===== config.mk =====
export PLATFORM = sky130hd
export DESIGN_NAME = conv_column_writer_flat
export DESIGN_NICKNAME = d
export VERILOG_FILES = /design/src/rtl/conv_column_writer_if.sv /design/src/rtl/conv_column_writer.sv /design/src/flat_wrapper.sv
export SDC_FILE = /design/constraint.sdc
export NUM_CORES = 1
export LEC_CHECK = 0
export ABC_AREA = 1
export CAP_MARGIN = 5
export CORE_AREA = 3 3 262 264
export CTS_CLUSTER_SIZE = 28
export DETAILED_ROUTE_END_ITERATION = 12
export DIE_AREA = 0 0 265 267
export GPL_TIMING_DRIVEN = 0
export PLACE_DENSITY_LB_ADDON = 0.1
export SLEW_MARGIN = 20
export SYNTH_ARGS = -nofsm -noshare
export SYNTH_HDL_FRONTEND = slang
export SYNTH_SLANG_ARGS = --single-unit
export TNS_END_PERCENT = 100

===== constraint.sdc =====
create_clock -name clk -period 21.1 [get_ports clk]
set_clock_uncertainty 0.05 [all_clocks]
set_input_delay 4.22 -clock clk [delete_from_list [all_inputs] [get_ports clk]]
set_output_delay 4.22 -clock clk [all_outputs]
set_load 0.1 [all_outputs]

===== src/rtl/conv_column_writer_if.sv =====
// Column-in / memory-write bus of the column writer.
// The slave side is the writer itself; the master side is the upstream
// convolution engine together with the feature-map memory.
interface conv_column_writer_if #(
    parameter int DATA_WIDTH = 16,
    parameter int OUT_SIZE   = 24,
    parameter int NUM_COLS   = 24,
    parameter int WORD_WIDTH = 256,
    parameter int ADDR_WIDTH = 12
);
    localparam int COL_NUM_W = $clog2(NUM_COLS) + 1;

    // Column pulse from the engine
    logic                  col_valid;
    logic [COL_NUM_W-1:0]  col_num;
    logic [DATA_WIDTH-1:0] col_data [OUT_SIZE-1:0];
    logic                  col_ready;

    // Word write port towards the feature-map memory
    logic                  mem_we;
    logic [ADDR_WIDTH-1:0] mem_addr;
    logic [WORD_WIDTH-1:0] mem_wdata;
    logic                  mem_ready;

    modport master (
        output col_valid, col_num, col_data, mem_ready,
        input  col_ready, mem_we, mem_addr, mem_wdata
    );

    modport slave (
        input  col_valid, col_num, col_data, mem_ready,
        output col_ready, mem_we, mem_addr, mem_wdata
    );
endinterface


===== src/rtl/conv_column_writer.sv =====
// Column writer: captures completed output columns into a 2-entry FIFO and
// stores each one as WORDS_PER_COL consecutive memory words in the same
// column-major layout the convolution engines read. Signals done after
// NUM_COLS columns have actually been written.
module conv_column_writer #(
    parameter int DATA_WIDTH = 16,
    parameter int OUT_SIZE   = 24,
    parameter int NUM_COLS   = 24,
    parameter int WORD_WIDTH = 256,
    parameter int ADDR_WIDTH = 12,
    parameter int BASE_ADDR  = 0
) (
    input  logic                 clk,
    input  logic                 rst,
    input  logic                 start,
    conv_column_writer_if.slave  bus,
    output logic                 busy,
    output logic                 done,
    output logic                 overflow
);
    localparam int LANES         = WORD_WIDTH / DATA_WIDTH;
    localparam int WORDS_PER_COL = (OUT_SIZE + LANES - 1) / LANES;
    localparam int COL_NUM_W     = $clog2(NUM_COLS) + 1;
    localparam int CNT_W         = $clog2(NUM_COLS + 1);
    localparam int WIDX_W        = (WORDS_PER_COL > 1) ? $clog2(WORDS_PER_COL) : 1;
    localparam int COL_BITS      = OUT_SIZE * DATA_WIDTH;
    localparam int PAD_BITS      = WORDS_PER_COL * WORD_WIDTH;

    typedef enum logic [1:0] {IDLE, RUN, COMPLETE} state_t;

    state_t               state;
    logic [1:0]           occ;
    logic                 wr_ptr;
    logic                 rd_ptr;
    logic [WIDX_W-1:0]    word_idx;
    logic [CNT_W-1:0]     col_cnt;

    logic [COL_NUM_W-1:0] fifo_num  [2];
    logic [COL_BITS-1:0]  fifo_data [2];

    logic [COL_BITS-1:0]  col_packed;
    logic [PAD_BITS-1:0]  head_padded;
    logic                 can_accept;
    logic                 wr_active;
    logic                 xfer;
    logic                 last_word;
    logic                 pop;
    logic                 finish;
    logic                 in_range;
    logic                 capture;

    // All outputs decode flops only, so there is no input-to-output path.
    assign can_accept = (state == RUN) && (occ != 2'd2);
    assign wr_active  = (state == RUN) && (occ != 2'd0);
    assign xfer       = wr_active && bus.mem_ready;
    assign last_word  = (word_idx == WIDX_W'(WORDS_PER_COL - 1));
    assign pop        = xfer && last_word;
    // The write that completes the frame flushes the FIFO, so a column
    // captured on that same edge is discarded and flagged.
    assign finish     = pop && (col_cnt == CNT_W'(NUM_COLS - 1));
    assign in_range   = (bus.col_num < COL_NUM_W'(NUM_COLS));
    assign capture    = bus.col_valid && can_accept && in_range && !finish;

    // Flatten the incoming column so element k sits at bits [k*DATA_WIDTH +: DATA_WIDTH].
    always_comb begin
        col_packed = '0;
        for (int k = 0; k < OUT_SIZE; k++) begin
            col_packed[k*DATA_WIDTH +: DATA_WIDTH] = bus.col_data[k];
        end
    end

    // Zero-pad the head column to whole words; lanes past OUT_SIZE read as 0.
    always_comb begin
        head_padded = '0;
        head_padded[COL_BITS-1:0] = fifo_data[rd_ptr];
    end

    assign bus.col_ready = can_accept;
    assign bus.mem_we    = wr_active;
    assign bus.mem_addr  = wr_active
                         ? (ADDR_WIDTH'(BASE_ADDR)
                            + ADDR_WIDTH'(fifo_num[rd_ptr]) * ADDR_WIDTH'(WORDS_PER_COL)
                            + ADDR_WIDTH'(word_idx))
                         : '0;
    assign bus.mem_wdata = wr_active ? head_padded[word_idx*WORD_WIDTH +: WORD_WIDTH] : '0;
    assign busy          = (state != IDLE);
    assign done          = (state == COMPLETE);

    // Control FSM: frame arming, FIFO occupancy, word/column counters, sticky overflow.
    always_ff @(posedge clk or negedge rst) begin
        if (!rst) begin
            state    <= IDLE;
            occ      <= 2'd0;
            wr_ptr   <= 1'b0;
            rd_ptr   <= 1'b0;
            word_idx <= '0;
            col_cnt  <= '0;
            overflow <= 1'b0;
        end else begin
            case (state)
                IDLE: begin
                    if (start) begin
                        state    <= RUN;
                        occ      <= 2'd0;
                        wr_ptr   <= 1'b0;
                        rd_ptr   <= 1'b0;
                        word_idx <= '0;
                        col_cnt  <= '0;
                        overflow <= 1'b0;
                    end
                end
                RUN: begin
                    if (bus.col_valid && !capture) begin
                        overflow <= 1'b1;
                    end
                    if (xfer) begin
                        word_idx <= last_word ? '0 : word_idx + WIDX_W'(1);
                    end
                    if (finish) begin
                        state   <= COMPLETE;
                        occ     <= 2'd0;
                        wr_ptr  <= 1'b0;
                        rd_ptr  <= 1'b0;
                        col_cnt <= col_cnt + CNT_W'(1);
                    end else begin
                        if (capture) begin
                            wr_ptr <= ~wr_ptr;
                        end
                        if (pop) begin
                            rd_ptr  <= ~rd_ptr;
                            col_cnt <= col_cnt + CNT_W'(1);
                        end
                        if (capture && !pop) begin
                            occ <= occ + 2'd1;
                        end else if (pop && !capture) begin
                            occ <= occ - 2'd1;
                        end
                    end
                end
                COMPLETE: begin
                    state <= IDLE;
                end
                default: begin
                    state <= IDLE;
                end
            endcase
        end
    end

    // FIFO storage: data only, validity is tracked by occ so no reset is needed.
    always_ff @(posedge clk) begin
        if (capture) begin
            fifo_num[wr_ptr]  <= bus.col_num;
            fifo_data[wr_ptr] <= col_packed;
        end
    end
endmodule

===== src/flat_wrapper.sv =====
// flat-port wrapper written by rule: the top's interface ports become plain ports
module conv_column_writer_flat 
#(
    parameter int DATA_WIDTH = 16,
    parameter int OUT_SIZE   = 24,
    parameter int NUM_COLS   = 24,
    parameter int WORD_WIDTH = 256,
    parameter int ADDR_WIDTH = 12,
    parameter int BASE_ADDR  = 0
)
  (clk, rst, start, busy, done, overflow, bus_col_valid, bus_col_num, bus_col_data, bus_mem_ready, bus_col_ready, bus_mem_we, bus_mem_addr, bus_mem_wdata);
  conv_column_writer_if #(.DATA_WIDTH(DATA_WIDTH), .OUT_SIZE(OUT_SIZE), .NUM_COLS(NUM_COLS), .WORD_WIDTH(WORD_WIDTH), .ADDR_WIDTH(ADDR_WIDTH)) bus_i ();
  input  logic clk;
  input  logic rst;
  input  logic start;
  output logic busy;
  output logic done;
  output logic overflow;
  input wire logic [$bits(bus_i.col_valid)-1:0] bus_col_valid;
  input wire logic [$bits(bus_i.col_num)-1:0] bus_col_num;
  input wire logic [$bits(bus_i.col_data)-1:0] bus_col_data;
  input wire logic [$bits(bus_i.mem_ready)-1:0] bus_mem_ready;
  output wire logic [$bits(bus_i.col_ready)-1:0] bus_col_ready;
  output wire logic [$bits(bus_i.mem_we)-1:0] bus_mem_we;
  output wire logic [$bits(bus_i.mem_addr)-1:0] bus_mem_addr;
  output wire logic [$bits(bus_i.mem_wdata)-1:0] bus_mem_wdata;
  assign bus_i.col_valid = bus_col_valid;
  assign bus_i.col_num = bus_col_num;
  assign bus_i.col_data = {>>{bus_col_data}};
  assign bus_i.mem_ready = bus_mem_ready;
  assign bus_col_ready = bus_i.col_ready;
  assign bus_mem_we = bus_i.mem_we;
  assign bus_mem_addr = bus_i.mem_addr;
  assign bus_mem_wdata = bus_i.mem_wdata;
  conv_column_writer #(.DATA_WIDTH(DATA_WIDTH), .OUT_SIZE(OUT_SIZE), .NUM_COLS(NUM_COLS), .WORD_WIDTH(WORD_WIDTH), .ADDR_WIDTH(ADDR_WIDTH), .BASE_ADDR(BASE_ADDR)) u_core (.clk(clk), .rst(rst), .start(start), .bus(bus_i), .busy(busy), .done(done), .overflow(overflow));
endmodule

### After elaboration in Yosys (flattened, before gate mapping)

Memories as Yosys holds them, arrays and structs flattened.
Cells that the tools add are included.

| storage, ports and cells | value |
|---|---|
| register bits after elaboration | 13 |
| latch bits | 0 |
| RAM bits | 780 |
| memory bits (read-only) | 0 |
| input bits | 395 |
| output and inout bits | 273 |
| memories | 2 |

Memories:

| memory | depth | width | rd ports | clocked after Yosys merged registers in | write ports | RTL line | text |
|---|---|---|---|---|---|---|---|
| u_core.fifo_data | 2 | 384 | 1 | 0 | 1 | conv_column_writer.sv:39 | `logic [COL_BITS-1:0] fifo_data [2];` |
| u_core.fifo_num | 2 | 6 | 1 | 0 | 1 | conv_column_writer.sv:38 | `logic [COL_NUM_W-1:0] fifo_num [2];` |

| operators by class | value |
|---|---|
| $add $sub $neg | 5 |
| multipliers | 0 |
| divide/modulo/power cells | 0 |
| magnitude comparators | 1 |
| eq/ne operators | 11 |
| shifts and indexed selects | 1 |
| mux-type cells | 28 |
| bitwise operators | 2 |
| reductions and logical operators | 24 |

Operator list:

| kind | count |
|---|---|
| $shiftx 512x10->256 | 1 |
| $mux 256 | 1 |
| $mux 5 | 3 |
| $reduce_and 3->1 | 5 |
| $mux 12 | 1 |
| $mux 2 | 6 |
| $logic_and 1x1->1 | 11 |
| $mux 1 | 10 |
| $pmux 5 s2 | 1 |
| $add 7x1->8 | 1 |
| $pmux 1 s2 | 4 |
| $pmux 2 s2 | 2 |
| $lt 6x5->1 const B | 1 |
| $ne 2x2->1 const B | 3 |
| $ne 3x1->1 const B | 2 |
| $reduce_bool 2->1 | 3 |
| $add 5x1->5 const B | 1 |
| $eq 5x5->1 const B | 1 |
| $ne 2x1->1 const B | 2 |
| $ne 4x3->1 const B | 1 |
| $logic_not 1->1 | 3 |
| $add 2x1->2 const B | 1 |
| $eq 2x1->1 const B | 1 |
| $eq 2x2->1 const B | 1 |
| other kinds (5) | 6 |

### Logic depth before layout (Yosys ltp)

| logic depth | value |
|---|---|
| depth after elaboration | 13 |
| mapped depth | 12 |
| mapped depth without buffers | 12 |

### Least setup slack after synthesis

Ideal clock, no wire load.

| timing | value |
|---|---|
| kind | input -> register |
| start | input port bus_col_valid |
| end | memory u_core.fifo_data[0][0] (netlist name), enable pin |
| arrival time | 20851 ps |
| required time | 19900 ps |
| path slack | -951 ps |
| stages | 6 |
| path through | inv_1 nor2_1 nand3_1 nor2_1 inv_1 nor2_1 |

| on the way | value |
|---|---|
| word-level cells in the longest chain between the ends | 5 |

Ends and longest elaborated chain:

| item | RTL line | text |
|---|---|---|
| from (decl) | flat_wrapper.sv:19 | `input wire logic [$bits(bus_i.col_valid)-1:0] bus_col_valid;` |
| $logic_and 1x1->1 (3 in a row) | conv_column_writer.sv:62 | `assign capture = bus.col_valid && can_accept && in_range && !finish;` |
| $mux 1 | conv_column_writer.sv:152 | `if (capture) begin` |
| $mux 1 (implied by the code) | conv_column_writer.sv:154 | `fifo_data[wr_ptr] <= col_packed;` |
| to (decl) | conv_column_writer.sv:39 |  |

Every way passes these cells.

### Worst setup path after layout

| timing | value |
|---|---|
| start | register u_core.rd_ptr |
| end | output port bus_mem_wdata[190] |

| on the way | value |
|---|---|
| word-level cells in the longest chain between the ends | 3 |

Ends and longest elaborated chain:

| item | RTL line | text |
|---|---|---|
| from (decl) | conv_column_writer.sv:34 | `logic rd_ptr;` |
| from (signal assigned) | conv_column_writer.sv:130 | `rd_ptr <= ~rd_ptr;` |
| $mem_v2 2x384 | n/a |  |
| $shiftx 512x10->256 | conv_column_writer.sv:85 | `assign bus.mem_wdata = wr_active ? head_padded[word_idx*WORD_WIDTH +: WORD_WIDTH] : '0;` |
| $mux 256 | conv_column_writer.sv:85 |  |
| to (decl) | flat_wrapper.sv:26 | `output wire logic [$bits(bus_i.mem_wdata)-1:0] bus_mem_wdata;` |

Every way passes these cells.

==> flow_summary.ini <==
[setup_path]
cp_data_required_time_ps = 16830
cp-start-kind = flip-flop
crit_path_end_kind = output port
worstPathArrival_ps = 4460
cp_max_fo = 10
path_class = reg -> out

[clock_tree]
cts_buffers = 81
insertion_delay_ps = 610
cts_sinks = 793
cts_hold_buffers = 0
postCtsSetupBuffers = 0
clock-root-buffer = clkbuf_16
cts_resized = 0
cts_buffer_depth = 3
clk_pin_slew_worst_paths_ps = 60
cts_tree = built
cts.htree.levels = 3

[logic_synthesis]
synth_area_leader_cell = edfxtp_1
syn-cell-area_um2 = 30100
synth_cells = 2082
yosysTopAreaCellShare_pct = 77.8
synth_cell_types = 28
yosys_register_bits = 793
ys_seq_area_share_pct = 78.9
avgSynthCellArea_um2 = 14.5
ys_warn_count = 0
synth_area_leaders = edfxtp_1 (78%), nor2_1 (3.7%), nand2_1 (3.6%)

[final_layout]
final_cells = 3816
drive_gt1_share_pct = 7.65
fillers = 5056
area_delta_synth_final_pct = 37.2
fin_nets = 3266

[die]
die_h_um = 267
core_um2 = 66800
rows = 95
start_util_pct = 45.1
pin_count = 668
die_x_um = 265
die_area_um2 = 70800

[sta]
whs_ps = 445
max_freq_mhz = 115
final-hold-violation-count = 0
slew_viol_final = 0
relSlewSlack_pct = 20.6
grt_setup_unrepaired = false
min_period_ps = 8730
setup_violations = 0
worst_pin_slew_ps = 1190
finalCritPeriodShare_pct = 41.4

[detailed_routing]
drc_errors = 0
viasPerCell = 5.27
wl_per_cell_um = 23.9
drtAntennaViolNets = 0
drt-total-wl_um = 91300
firstDrtPassIters = 5
drt-initial-drc-count = 1516
num_vias = 20100

[placed_design]
dpl.hpwl_um = 66400
portBuffers = 662
dp.cells = 3659
gp_congestion = 0.841

[global_route]
grt_pass1_vias = 20600
grt_use_total_pct = 25.2
grt_max_degree = 27
antenna_found_initial = 31
grt_pass1_wl_um = 132000
overflow = 0

[job]
maxCapViolCount = 0

[status]
outcome = completed

[min_path]
hold_path.class = reg -> reg
synth_stat cells:
| cell | n |
|---|---|
| nor2_1 | 296 |
| a21oi_2 | 1 |
| nand4_1 | 1 |
| o21ai_0 | 182 |
| buf_1 | 11 |
| clkbuf_1 | 60 |
| xnor2_1 | 1 |
| o21ai_1 | 2 |
| nor2_8 | 1 |
| inv_1 | 9 |
| edfxtp_1 | 780 |
| o32ai_1 | 77 |
| nand2_2 | 2 |
| xor2_1 | 3 |
| dfrtp_1 | 13 |
| nand3_1 | 6 |
| ha_1 | 2 |
| inv_2 | 4 |
| buf_4 | 6 |
| mux2i_1 | 77 |
| nand3_4 | 1 |
| a21oi_1 | 191 |
| or2_2 | 1 |
| conb_1 | 1 |
| buf_2 | 60 |
| nand2_1 | 292 |
| nand3b_1 | 1 |
| nor3_1 | 1 |
layer usage:
metal  track usage [%]  vias to the layer above  share of wire, %
met2              44.2                      679                52
met4              9.27                       34               2.9
met3              8.52                      164               8.3
li1                  -                     9306                 -
met1              28.9                     9938                37
met5                 0                        -              0.25
cell type report:
type	instances	area (um2)	area share [%]
Sequential cell	793	23700	57.5
Buffer	137	612	1.48
Clock buffer	97	2090	5.05
Multi-Input combinational cell	1143	5740	13.9
Timing Repair Buffer	700	7550	18.3
Clock inverter	47	425	1.03
Inverter	13	48.8	0.118
Tap cell	873	1090	2.64
Antenna cell	13	32.5	0.0787
per-stage QoR:
stage | TNS (ps) | util, % | worst slack (ps) | area (um2)
2_1_floorplan | 0 | - | 5680 | 30100
3_3_place_gp | -604880 | 56.7 | -836 | 37900
3_5_place_dp | 0 | 58.1 | 12810 | 38800
4_1_cts | 0 | 61.8 | 12110 | 41300
5_1_grt | 0 | 61.9 | 12150 | 41300
6_report | 0 | 61.9 | 12370 | 41300
worst paths after layout:
kind,startpoint,end,slack [ps],cells past startpoint
setup reg to reg,u_core.last_word,u_core.fifo_data[1][184],17550,12
setup / recovery,u_core.rd_ptr,bus_mem_wdata[190],12370,7
max in group asynchronous,rst,u_core.wr_ptr,16630,1
hold reg to reg,u_core.overflow,u_core.overflow,440,2
min in group asynchronous,rst,u_core.col_cnt[1],3950,1
hold / removal,u_core.overflow,u_core.overflow,440,2
cell usage in the layout, fill, tap and decap left out, types with 6 or more instances in the layout:
cell type / n
clkdlybuf4s50_1: 660
buf_1: 11
buf_12: 15
clkinv_1: 22
mux2i_1: 77
edfxtp_1: 780
nand2_1: 292
buf_4: 6
o32ai_1: 77
a21oi_1: 191
clkbuf_1: 76
nor2_1: 294
buf_2: 61
diode_2: 13
o21ai_0: 182
clkbuf_16: 81
bufinv_16: 8
clkinv_2: 12
nand3_1: 6
inv_1: 9
buf_16: 23
dfrtp_1: 13
worst max-delay path: stages, from the launching register on:
cell	delay, ps
dfrtp_1	600
buf_2	450
buf_2	390
buf_2	440
buf_2	340
nand2_1	90
a21oi_1	310
clkdlybuf4s50_1	1210
logic make-up after synthesis:
logic type,count (synthesis),share of synthesized area [%]
compound gates,453,8.50
mux,77,2.56
buf+inv,150,2.19
fa+ha+maj,2,0.0831
flops,793,78.9
other cells,1,0.0125
simple gates,602,7.68
xor+xnor,4,0.116
flip-flops by register name (all words and copies together) (netlist names):
register	cells
u_core.col_cnt	5
u_core.fifo_data	768
u_core.rd_ptr	1
u_core.state	2
u_core.last_word	1
u_core.occ	2
u_core.wr_ptr	1
u_core.overflow	1
u_core.fifo_num	12
Power is not shown: default switching activity piles up to over one toggle a cycle in this logic, so the estimate is an artifact.
